==> config.mk <==
export PLATFORM = sky130hd
export DESIGN_NAME = fir_coeff_ram_ctrl
export DESIGN_NICKNAME = d
export VERILOG_FILES = /design/src/rtl/fir_ram_pkg.sv /design/src/rtl/fir_ram_addr_seq.sv /design/src/rtl/fir_coeff_ram_ctrl.sv
export SDC_FILE = /design/constraint.sdc
export NUM_CORES = 1
export LEC_CHECK = 0
export ABC_CLOCK_PERIOD_IN_PS = 1700
export CAP_MARGIN = 20
export CORE_ASPECT_RATIO = 1.75
export CORE_MARGIN = 1
export CORE_UTILIZATION = 39
export CTS_CLUSTER_DIAMETER = 60
export DETAILED_ROUTE_END_ITERATION = 7
export PLACE_DENSITY = 0.76
export SYNTH_ARGS = -nofsm -noshare
export SYNTH_HDL_FRONTEND = slang
export SYNTH_SLANG_ARGS = --single-unit
==> constraint.sdc <==
create_clock -name iClk_12M -period 1.7 [get_ports iClk_12M]
set_input_delay 0.34 -clock iClk_12M [delete_from_list [all_inputs] [get_ports iClk_12M]]
set_output_delay 0.34 -clock iClk_12M [all_outputs]
set_load 0.05 [all_outputs]
==> src/rtl/fir_ram_pkg.sv <==
// Shared FIR coefficient SRAM definitions.
// Used by the RAM controller, its address sequencer and the SRAM.
package fir_ram_pkg;

  localparam int RAM_ADDR_W     = 6;
  localparam int DEF_DATA_WIDTH = 16;
  localparam int DEF_ADDR_DEPTH = 33;

  typedef enum logic [1:0] {
    IDLE  = 2'd0,
    WR    = 2'd1,
    RD    = 2'd2,
    FLUSH = 2'd3
  } ramStateT;

  function automatic logic [RAM_ADDR_W-1:0] depthToAddr(
    input int depth
  );
    return RAM_ADDR_W'(depth);
  endfunction

endpackage

==> src/rtl/fir_ram_addr_seq.sv <==
// Coefficient address counter 1..ADDR_DEPTH.
// Load returns to 1 and wins over enable; oLast flags ADDR_DEPTH.
module fir_ram_addr_seq
  import fir_ram_pkg::*;
#(
  parameter int ADDR_DEPTH = DEF_ADDR_DEPTH
) (
  input  logic                  iClk_12M,
  input  logic                  iRsn,
  input  logic                  iLoad,
  input  logic                  iEn,
  output logic [RAM_ADDR_W-1:0] oCnt,
  output logic                  oLast
);

  // Address counter: address 0 is never produced
  always_ff @(posedge iClk_12M) begin
    if (!iRsn) begin
      oCnt <= RAM_ADDR_W'(1);
    end else if (iLoad) begin
      oCnt <= RAM_ADDR_W'(1);
    end else if (iEn) begin
      oCnt <= oCnt + 1'b1;
    end
  end

  assign oLast = (oCnt == depthToAddr(ADDR_DEPTH));

endmodule

==> src/rtl/fir_coeff_ram_ctrl.sv <==
// FIR coefficient SRAM initiator: stream load, then sequential read sweep.
// Optional COEFF_RD_WRAP_EN: iRdStart held at the last address repeats the sweep.
module fir_coeff_ram_ctrl
  import fir_ram_pkg::*;
#(
  parameter int DATA_WIDTH = DEF_DATA_WIDTH,
  parameter int ADDR_DEPTH = DEF_ADDR_DEPTH
) (
  input  logic                  iClk_12M,
  input  logic                  iRsn,
  input  logic                  iCoeffUpdate,
  input  logic                  iCoeffInValid,
  input  logic [DATA_WIDTH-1:0] iCoeffIn,
  output logic                  oCoeffInReady,
  input  logic                  iRdStart,
  output logic [DATA_WIDTH-1:0] oCoeffOut,
  output logic                  oCoeffOutValid,
  output logic                  oCoeffLast,
  output logic                  oBusy,
  output logic                  oCsnRam,
  output logic                  oWrnRam,
  output logic [RAM_ADDR_W-1:0] oAddrRam,
  output logic [DATA_WIDTH-1:0] oWrDtRam,
  input  logic [DATA_WIDTH-1:0] iRdDtRam
);

  ramStateT state;
  ramStateT nextState;

  logic                  flushCnt;
  logic                  cntLoad;
  logic                  cntEn;
  logic [RAM_ADDR_W-1:0] cnt;
  logic                  cntLast;

  logic                  csnD;
  logic                  wrnD;
  logic [RAM_ADDR_W-1:0] addrD;
  logic [DATA_WIDTH-1:0] wrDtD;

  logic                  rdPipe;
  logic                  rdLastPipe;
  logic                  reqRd;
  logic                  reqLast;

  fir_ram_addr_seq #(
    .ADDR_DEPTH (ADDR_DEPTH)
  ) uAddrSeq (
    .iClk_12M (iClk_12M),
    .iRsn     (iRsn),
    .iLoad    (cntLoad),
    .iEn      (cntEn),
    .oCnt     (cnt),
    .oLast    (cntLast)
  );

  // State register plus the two-cycle drain counter for FLUSH
  always_ff @(posedge iClk_12M) begin
    if (!iRsn) begin
      state    <= IDLE;
      flushCnt <= 1'b0;
    end else begin
      state    <= nextState;
      flushCnt <= (state == FLUSH) && !flushCnt;
    end
  end

  // Next state: update beats read start when both arrive together
  always_comb begin
    nextState = state;
    unique case (state)
      IDLE: begin
        if (iCoeffUpdate) begin
          nextState = WR;
        end else if (iRdStart) begin
          nextState = RD;
        end
      end
      WR: begin
        if (iCoeffInValid && cntLast) begin
          nextState = IDLE;
        end
      end
      RD: begin
        if (cntLast) begin
`ifdef COEFF_RD_WRAP_EN
          nextState = iRdStart ? RD : FLUSH;
`else
          nextState = FLUSH;
`endif
        end
      end
      FLUSH: begin
        if (flushCnt) begin
          nextState = IDLE;
        end
      end
      default: nextState = IDLE;
    endcase
  end

  // Output decode: next values for the registered SRAM port
  always_comb begin
    csnD  = 1'b1;
    wrnD  = 1'b1;
    addrD = oAddrRam;
    wrDtD = oWrDtRam;
    cntEn = 1'b0;
    unique case (state)
      WR: begin
        if (iCoeffInValid) begin
          csnD  = 1'b0;
          wrnD  = 1'b0;
          addrD = cnt;
          wrDtD = iCoeffIn;
          cntEn = 1'b1;
        end
      end
      RD: begin
        csnD  = 1'b0;
        addrD = cnt;
        cntEn = 1'b1;
      end
      default: begin
        csnD = 1'b1;
      end
    endcase
    cntLoad = (state == IDLE) || (cntEn && cntLast);
  end

  assign reqRd   = !oCsnRam && oWrnRam;
  assign reqLast = reqRd && (oAddrRam == depthToAddr(ADDR_DEPTH));

  // Registered outputs and read-data alignment pipeline
  always_ff @(posedge iClk_12M) begin
    if (!iRsn) begin
      oCsnRam        <= 1'b1;
      oWrnRam        <= 1'b1;
      oAddrRam       <= '0;
      oWrDtRam       <= '0;
      oCoeffInReady  <= 1'b0;
      oBusy          <= 1'b0;
      rdPipe         <= 1'b0;
      rdLastPipe     <= 1'b0;
      oCoeffOut      <= '0;
      oCoeffOutValid <= 1'b0;
      oCoeffLast     <= 1'b0;
    end else begin
      oCsnRam        <= csnD;
      oWrnRam        <= wrnD;
      oAddrRam       <= addrD;
      oWrDtRam       <= wrDtD;
      oCoeffInReady  <= (nextState == WR);
      oBusy          <= (nextState != IDLE);
      rdPipe         <= reqRd;
      rdLastPipe     <= reqLast;
      oCoeffOutValid <= rdPipe;
      oCoeffLast     <= rdLastPipe;
      if (rdPipe) begin
        oCoeffOut <= iRdDtRam;
      end
    end
  end

endmodule

* Word-level counts from Yosys, hierarchy flattened
Cells that the tools add are included.
Storage, ports and cells: bits in read-only memories 0, input bits 37, RAM bits 0, register bits 55, latch bits 0, memories kept 0
Cells by class: divide/modulo/power cells 0, bitwise operators 1, multiplexer cells 12, order comparisons 0, $add $sub $neg 1, multipliers 0, equal/unequal tests 7, shift-type cells 0, reductions and logical operators 15
Operators with widths (count):
- 6-bit equality test (second input constant) | 2
- 6-bit case mux with 2 select lines | 1
- 2-bit 2-to-1 mux | 5
- 2-bit case mux with 4 select lines | 1
- 6-bit by 1-bit adder with 6-bit output (second input constant) | 1
- 6-bit 2-to-1 mux | 1
- 2-bit AND reduction | 3
- 1-bit logical AND | 5
- 2-bit by 1-bit equality test with 1-bit output (second input constant) | 2
- 2-bit equality test (second input constant) | 2
- 1-bit case mux with 2 select lines | 2
- 2-bit nonzero test | 2
- 1-bit zero test | 2
- 2-bit zero test | 1
- 1-bit 2-to-1 mux | 2
- 2-bit != test (second input constant) | 1
- 2-bit OR reduction | 1
- 1-bit logical OR | 1
- 1-bit NOT | 1

* Depth between registers and ports, before layout
Gate-level depths: netlist of run 1.
depth after elaboration 5, mapped depth 8, depth with buffers taken out 6

* Modules after synthesis
From an unflattened synthesis of run 1, not the netlist that was laid out.
Second synthesis, totals: cells, all modules 216, area total of the unflattened synthesis 2190.9 µm²
Modules (own cells, without submodules):
- fir_coeff_ram_ctrl | area each 1911.8 µm², times used 1, cells each 186
- fir_ram_addr_seq | area each 279.0 µm², times used 1, cells each 30

* Worst setup path after synthesis of run 1
No wires, ideal clock.
path type register -> register, start register state[0], end register uAddrSeq.oCnt[0], slack 0.037 ns, arrival 1.546 ns, period minus slack after synthesis 1.663 ns, library setup time 0.117 ns, stages on the path, launching flop included 7, data required time 1.583 ns, cells stage by stage dfxtp_1 -> inv_1 -> ha_1 -> clkbuf_1 -> o21a_4 -> a311o_1 -> nand2b_1
On the way: cells in the longest elaborated chain, start to end 5
RTL lines:
- start: declaration | RTL line fir_coeff_ram_ctrl.sv:27 | ramStateT state;
- start signal: assignment | RTL line fir_coeff_ram_ctrl.sv:63 | state <= nextState;
- 2-bit equality test / 2-bit by 1-bit equality test with 1-bit output (equally long branches) | RTL line fir_coeff_ram_ctrl.sv:109 | unique case (state)
- 1-bit case mux with 2 select lines | RTL line fir_coeff_ram_ctrl.sv:109
- 1-bit logical AND | RTL line fir_coeff_ram_ctrl.sv:128 | cntLoad = (state == IDLE) || (cntEn && cntLast);
- 1-bit logical OR | RTL line fir_coeff_ram_ctrl.sv:128
- 2-bit OR reduction (no source line)
- end signal: assignment | RTL line fir_ram_addr_seq.sv:23 | oCnt <= oCnt + 1'b1;
- end: declaration | RTL line fir_ram_addr_seq.sv:12 | output logic [RAM_ADDR_W-1:0] oCnt,
Parallel ways exist; a longest one is shown, timed or not. A chain may end at the register's enable or synchronous reset.

* Worst setup path in the final report of run 1
start register state[0], end register uAddrSeq.oCnt[1]
Same word-level chain as after synthesis.

==> impl_metrics.json, run 1 <==
{
  "synthToLayoutAreaGrowth_pct": 46.1,
  "seqPwrFrac_pct": 41.2,
  "grt_pass1_vias": 1709,
  "num_vias": 1804,
  "dieArea_mm2": 0.00567,
  "nFillCells": 458,
  "hpwl_mm": 3.84,
  "vdd_drop_max_mv": 0.598,
  "synth.ff_latch_count": 55,
  "vias_per_cell": 4.93,
  "p_sw_share_pct": 36.4,
  "wire_per_inst_um": 13.4,
  "root_buffer": "clkbuf_8",
  "port_buffers": 80,
  "clock_latency_ps": 300,
  "final-instance-count-excl-fill": 366,
  "post-place-ws_ps": -55.6,
  "critPathTopFamily": "compound AO/OA/AOI/OAI gates",
  "cp_max_fo": 6,
  "hold_ws_ps": 445,
  "cp_slowest_cell": "a311o_2",
  "max-slew-margin-rel_pct": 79.1,
  "worst-path-buf-inv": 1,
  "fin_util_pct": 60.4,
  "finalHoldViolCount": 0,
  "grt_pass1_wl_mm": 7.42,
  "cts_inserted_buffers": 5,
  "chipHeight_um": 98.9,
  "tightest_slew_ps": 312,
  "period_share_pct": 96.4,
  "criticalPathCategory": "flop to flop",
  "p_int_uw": 2310,
  "antenna_left": 0,
  "yosysUniqueCellTypes": 35,
  "start_util_pct": 41.3,
  "fp.dieW_um": 57.3,
  "ys_warn_count": 0,
  "place_inst": 358,
  "placementRows": 34,
  "grt_max_degree": 24,
  "clock_skew_ps": 4.80,
  "cp_data_arrival_time_ps": 1870,
  "required_ps": 1930,
  "syn-cell-area_mm2": 0.00209,
  "syn_nets": 262,
  "grt_usage_pct": 17.1,
  "synth.avg_cell_area_um2": 9.55,
  "drtPass1Iterations": 8,
  "nets": 354,
  "fmax_mhz": 610,
  "synth_top_flop_cell": "dfxtp_1",
  "fin_ws_ps": 60.4,
  "path_clk_slew_ps": 90,
  "setup_violations": 0,
  "cts.path.max_buffers": 2,
  "drv_slew": 0,
  "leakagePower_uw": 0.00128,
  "place.gp.congestion": 0.768,
  "crit_chain": "inv_1 -> ha_1 -> o21a_4 -> a311o_2 -> a211oi_2",
  "clock-sinks": 55,
  "maxCapViolations": 0,
  "drc": 10,
  "rsz0062_at_grt": "no",
  "drt_wl_total_mm": 4.91,
  "synth_common_cells": "55 x dfxtp_1, 35 x nand2_1, 29 x nor2_1",
  "synth_top_area_share_pct": 52.7,
  "power.total_uw": 3640,
  "startpoint_type": "flop",
  "drive_gt1_share_pct": 25.0,
  "io_pins": 81,
  "cts-htree-levels": 2,
  "slowest_delay_ps": 440,
  "synth_edf_count": 0,
  "status": "complete, but fails checks",
  "grt_antenna_before_repair": 0,
  "power.clock.fraction_pct": 18.9,
  "antenna_cells": 0,
  "hold_class": "flop to flop",
  "synthTopCellsByArea": "dfxtp_1 53%, mux2i_1 11%, nand2_1 6.3%",
  "drt_iter0_drc": 41,
  "yosysTopAreaCell": "dfxtp_1",
  "comb_power_share_pct": 39.9,
  "crit_path_end_kind": "flop",
  "netSwitchingPower_uw": 1320,
  "failed_checks": "design-rule violations",
  "synth_cells": 219,
  "powerDensity_mw_per_mm2": 1190,
  "core_area_mm2": 0.00506,
  "synth_most_common_cell": "dfxtp_1",
  "cts_tree": "built",
  "seq_area_frac_synth_pct": 52.7,
  "synthArstFlopShare_pct": 0,
  "min_period_ps": 1640,
  "grt_overflow": 0
}
metal layers:
layer	part of all wire [%]	track usage [%]	vias to the layer above
met5	0	0	-
met4	2.0	8.26	0
met3	5.0	3.54	7
met2	57	34.1	51
met1	36	15.4	837
li1	-	-	909
area by class of cell:
class | instances | area [um2] | share of cell area, %
Multi-Input combinational cell | 147 | 941 | 30.8
Clock inverter | 2 | 12.5 | 0.410
Clock buffer | 6 | 72.6 | 2.38
Tap cell | 54 | 67.6 | 2.21
Sequential cell | 55 | 1100 | 36.1
Inverter | 6 | 22.5 | 0.737
Timing Repair Buffer | 96 | 836 | 27.4
sequential cells by signal (all words and copies together), names as in the netlist:
signal,count
rdLastPipe,1
oWrDtRam,16
flushCnt,1
oCoeffInReady,1
uAddrSeq.oCnt,6
oBusy,1
oCoeffOut,16
state,2
rdPipe,1
oWrnRam,1
oCsnRam,1
oCoeffLast,1
oCoeffOutValid,1
oAddrRam,6
worst reg2reg max path: cells and delay by family (launching register included):
kind,cells,cell delay (ps)
adders and majority gates,1,250
DFF,1,380
AOI/OAI and AO/OA,3,870
buffers and inverters,1,70
cell usage in the layout, fill, tap and decap left out, types with 2 or more instances in the layout:
| master | netlist | final |
|---|---|---|
| ha_1 | 6 | 5 |
| buf_4 | 0 | 58 |
| dfxtp_2 | 0 | 2 |
| o21ai_0 | 2 | 2 |
| buf_12 | 0 | 2 |
| nand2_1 | 35 | 35 |
| clkbuf_8 | 0 | 5 |
| a21oi_1 | 17 | 17 |
| mux2i_1 | 22 | 22 |
| nand2b_1 | 5 | 4 |
| xor2_1 | 3 | 3 |
| o211ai_1 | 2 | 2 |
| dfxtp_1 | 55 | 53 |
| inv_1 | 6 | 5 |
| and2_1 | 5 | 5 |
| clkdlybuf4s50_1 | 0 | 36 |
| nor2_1 | 29 | 29 |
worst paths after layout:
check | startpoint | endpoint | slack (ps) | cells past startpoint
setup / recovery | state[0] | uAddrSeq.oCnt[1] | 60 | 5
hold / removal | oCsnRam | rdPipe | 450 | 1
setup reg to reg | state[0] | uAddrSeq.oCnt[1] | 60 | 5
hold reg to reg | oCsnRam | rdPipe | 450 | 1
kinds of logic (layout without fill, tap and decap cells):
kind of cell               after synthesis  in the layout  share of synthesized area, %
muxes                                   22             22                          10.5
AOI/OAI and AO/OA                       31             31                          9.93
buffers and inverters                   17            110                          3.65
and+or+nand+nor                         84             84                          18.0
adders and majority gates                6              6                          3.59
DFF                                     55             55                          52.7
xor gates and xnor gates                 4              4                          1.68
power by group through the flow:
stage | combinational (uW) | sequential [uW] | clock [uW]
after floorplan | 538 | 1880 | 0
after global placement | 1410 | 1510 | 0
after detailed placement | 1420 | 1520 | 0
after CTS | 1430 | 1490 | 710
after global routing | 1550 | 1510 | 758
final | 1450 | 1500 | 687
through the flow:
| stage | cell area, um2 | setup TNS [ps] |
|---|---|---|
| 5_1_grt | 3060 | 0 |
| 6_report | 3060 | 0 |
| 3_5_place_dp | 2940 | -107 |
| 2_1_floorplan | 2090 | 0 |
| 3_3_place_gp | 2940 | -59.4 |
| 4_1_cts | 3030 | 0 |
timing repair:
item                                    4_1_cts  5_1_grt
endpoints found under the setup margin        0        4
hold buffers                                  0        0
gates resized for setup                       0        8
endpoints found under the hold margin         0        0
buffers inserted                              0        0
No activity file was read; power rests on OpenSTA's default activity.
==> run 2, diff against run 1 <==
CORE_MARGIN = default   (was 1)
==> results of run 2 <==
Final layout, timing and power as in run 1 (identical DEF).
==> run 3, diff against run 2 <==
CELL_PAD_IN_SITES_DETAIL_PLACEMENT = 0   (was default)
CELL_PAD_IN_SITES_GLOBAL_PLACEMENT = 1   (was default)
CORE_MARGIN = 4   (was default)
CORE_UTILIZATION = 28   (was 39)
PLACE_DENSITY = 0.75   (was 0.76)
==> impl_metrics.json, run 3 (synthesis results as in run 1) <==
{
  "powerDensity_mw_per_mm2": 1250,
  "placementRows": 41,
  "fin_util_pct": 43.2,
  "cts.path.max_buffers": 2,
  "start_util_pct": 28.9,
  "period_share_pct": 95.0,
  "cp_slowest_cell": "a311o_2",
  "cts_tree": "built",
  "chipHeight_um": 122,
  "drt_iter0_drc": 70,
  "cp_max_fo": 6,
  "criticalPathCategory": "flop to flop",
  "clock_skew_ps": 3.84,
  "final_cell_mix": "58 x buf_4, 53 x dfxtp_1, 36 x clkdlybuf4s50_1",
  "cts-htree-levels": 2,
  "min_period_ps": 1610,
  "hpwl_mm": 4.18,
  "drt_wl_total_mm": 5.34,
  "antenna_left": 0,
  "core_area_mm2": 0.00723,
  "top_regs": "oCoeffOut (16), oWrDtRam (16)",
  "critPathTopFamily": "compound AO/OA/AOI/OAI gates",
  "root_buffer": "clkbuf_16",
  "num_vias": 1758,
  "vdd_drop_max_mv": 0.534,
  "grt_pass1_wl_mm": 8.29,
  "final_common_cell": "buf_4",
  "status": "completed",
  "startpoint_type": "flop",
  "tightest_slew_ps": 413,
  "clock-sinks": 55,
  "leakagePower_uw": 0.00130,
  "drc": 0,
  "grt_overflow": 0,
  "required_ps": 1880,
  "max-slew-margin-rel_pct": 72.2,
  "drive_gt1_share_pct": 24.1,
  "grt_antenna_before_repair": 0,
  "post_cts_buffers": 0,
  "crit_chain": "inv_1 -> ha_1 -> o21a_4 -> a311o_2 -> nand2b_4",
  "slowest_delay_ps": 420,
  "drv_slew": 0,
  "hold_class": "flop to flop",
  "port_buffers": 80,
  "grt_pass1_vias": 1714,
  "fp.dieW_um": 73.3,
  "path_clk_slew_ps": 70,
  "clock_latency_ps": 290,
  "finalHoldViolCount": 0,
  "wire_per_inst_um": 13.4,
  "synthToLayoutAreaGrowth_pct": 49.3,
  "rsz0062_at_grt": "no",
  "grt_usage_pct": 12.2,
  "setup_violations": 0,
  "grt_max_degree": 25,
  "nets": 353,
  "worst-path-buf-inv": 1,
  "drtPass1Iterations": 4,
  "cts_inserted_buffers": 5,
  "maxCapViolations": 0,
  "io_pins": 81,
  "dieArea_mm2": 0.00897,
  "cp_data_arrival_time_ps": 1800,
  "hold_ws_ps": 438,
  "place.gp.congestion": 0.709,
  "vias_per_cell": 4.43,
  "antenna_cells": 0,
  "cts_hold_buf": 0,
  "crit_path_end_kind": "flop",
  "fmax_mhz": 619
}
==> run 3: changes by cell type in the layout (fill, tap and decap cells not counted), sizes merged <==
cell      before  now
buf           60   59
clkinvlp       1    0
clkbuf         6    7
==> run 3: cell type report <==
| cell class | count | area [um2] |
|---|---|---|
| repair buffers | 95 | 816 |
| clock inverters | 1 | 5.00 |
| clock buffers | 7 | 133 |
| fillers | 712 | 4110 |
| flip-flops and latches | 55 | 1100 |
| inverters | 6 | 22.5 |
| multi-input cells | 147 | 935 |
| well taps | 86 | 108 |
==> run 3: routing by layer <==
layer | GRT usage, % | routed length, um
met1 | 12.5 | 1880
met2 | 22.3 | 3020
met3 | 2.79 | 291
met4 | 6.69 | 142
met5 | 0 | 0
==> run 3: path summary, 6_finish.rpt <==
| path | from | to | slack, ps | cells after the start |
|---|---|---|---|---|
| worst max-delay path | state[0] | uAddrSeq.oCnt[0] | 90 | 5 |
| worst min-delay path | rdLastPipe | oCoeffLast | 440 | 1 |
| worst max register to register | state[0] | uAddrSeq.oCnt[0] | 90 | 5 |
| worst min register to register | rdLastPipe | oCoeffLast | 440 | 1 |
==> run 3: worst register-to-register path, delay by kind of cell (launching register included) <==
| family | cells | cell delay (ps) |
|---|---|---|
| compound gates | 2 | 550 |
| fa+ha+maj | 1 | 340 |
| buf+inv | 1 | 70 |
| flops | 1 | 380 |
| simple gates | 1 | 160 |
==> run 3: metrics by stage <==
step / setup slack (ps) / power (uW) / TNS [ps] / cells / instance area (um2)
5_1_grt: 8.90 / 4120 / 0 / 397 / 3120
3_5_place_dp: -67.1 / 2930 / -162 / 389 / 2960
6_report: 85.3 / 3890 / 0 / 397 / 3120
4_1_cts: 11.7 / 3930 / 0 / 397 / 3100
2_1_floorplan: 36.8 / 2420 / 0 / 219 / 2090
3_3_place_gp: -36.1 / 2920 / -70.1 / 389 / 2960
==> run 3: report_power, final <==
part | total (uW) | internal, uW | switching [uW] | leakage [uW]
sequential | 1500 | 1420 | 77.1 | 0.000446
combinational | 1410 | 574 | 839 | 0.000782
clock | 978 | 545 | 433 | 0.0000679
==> run 3: repair_timing <==
action / in CTS / in global routing
resized for setup: 0 / 7
setup endpoints to repair: 0 / 8
hold endpoints to repair: 0 / 0
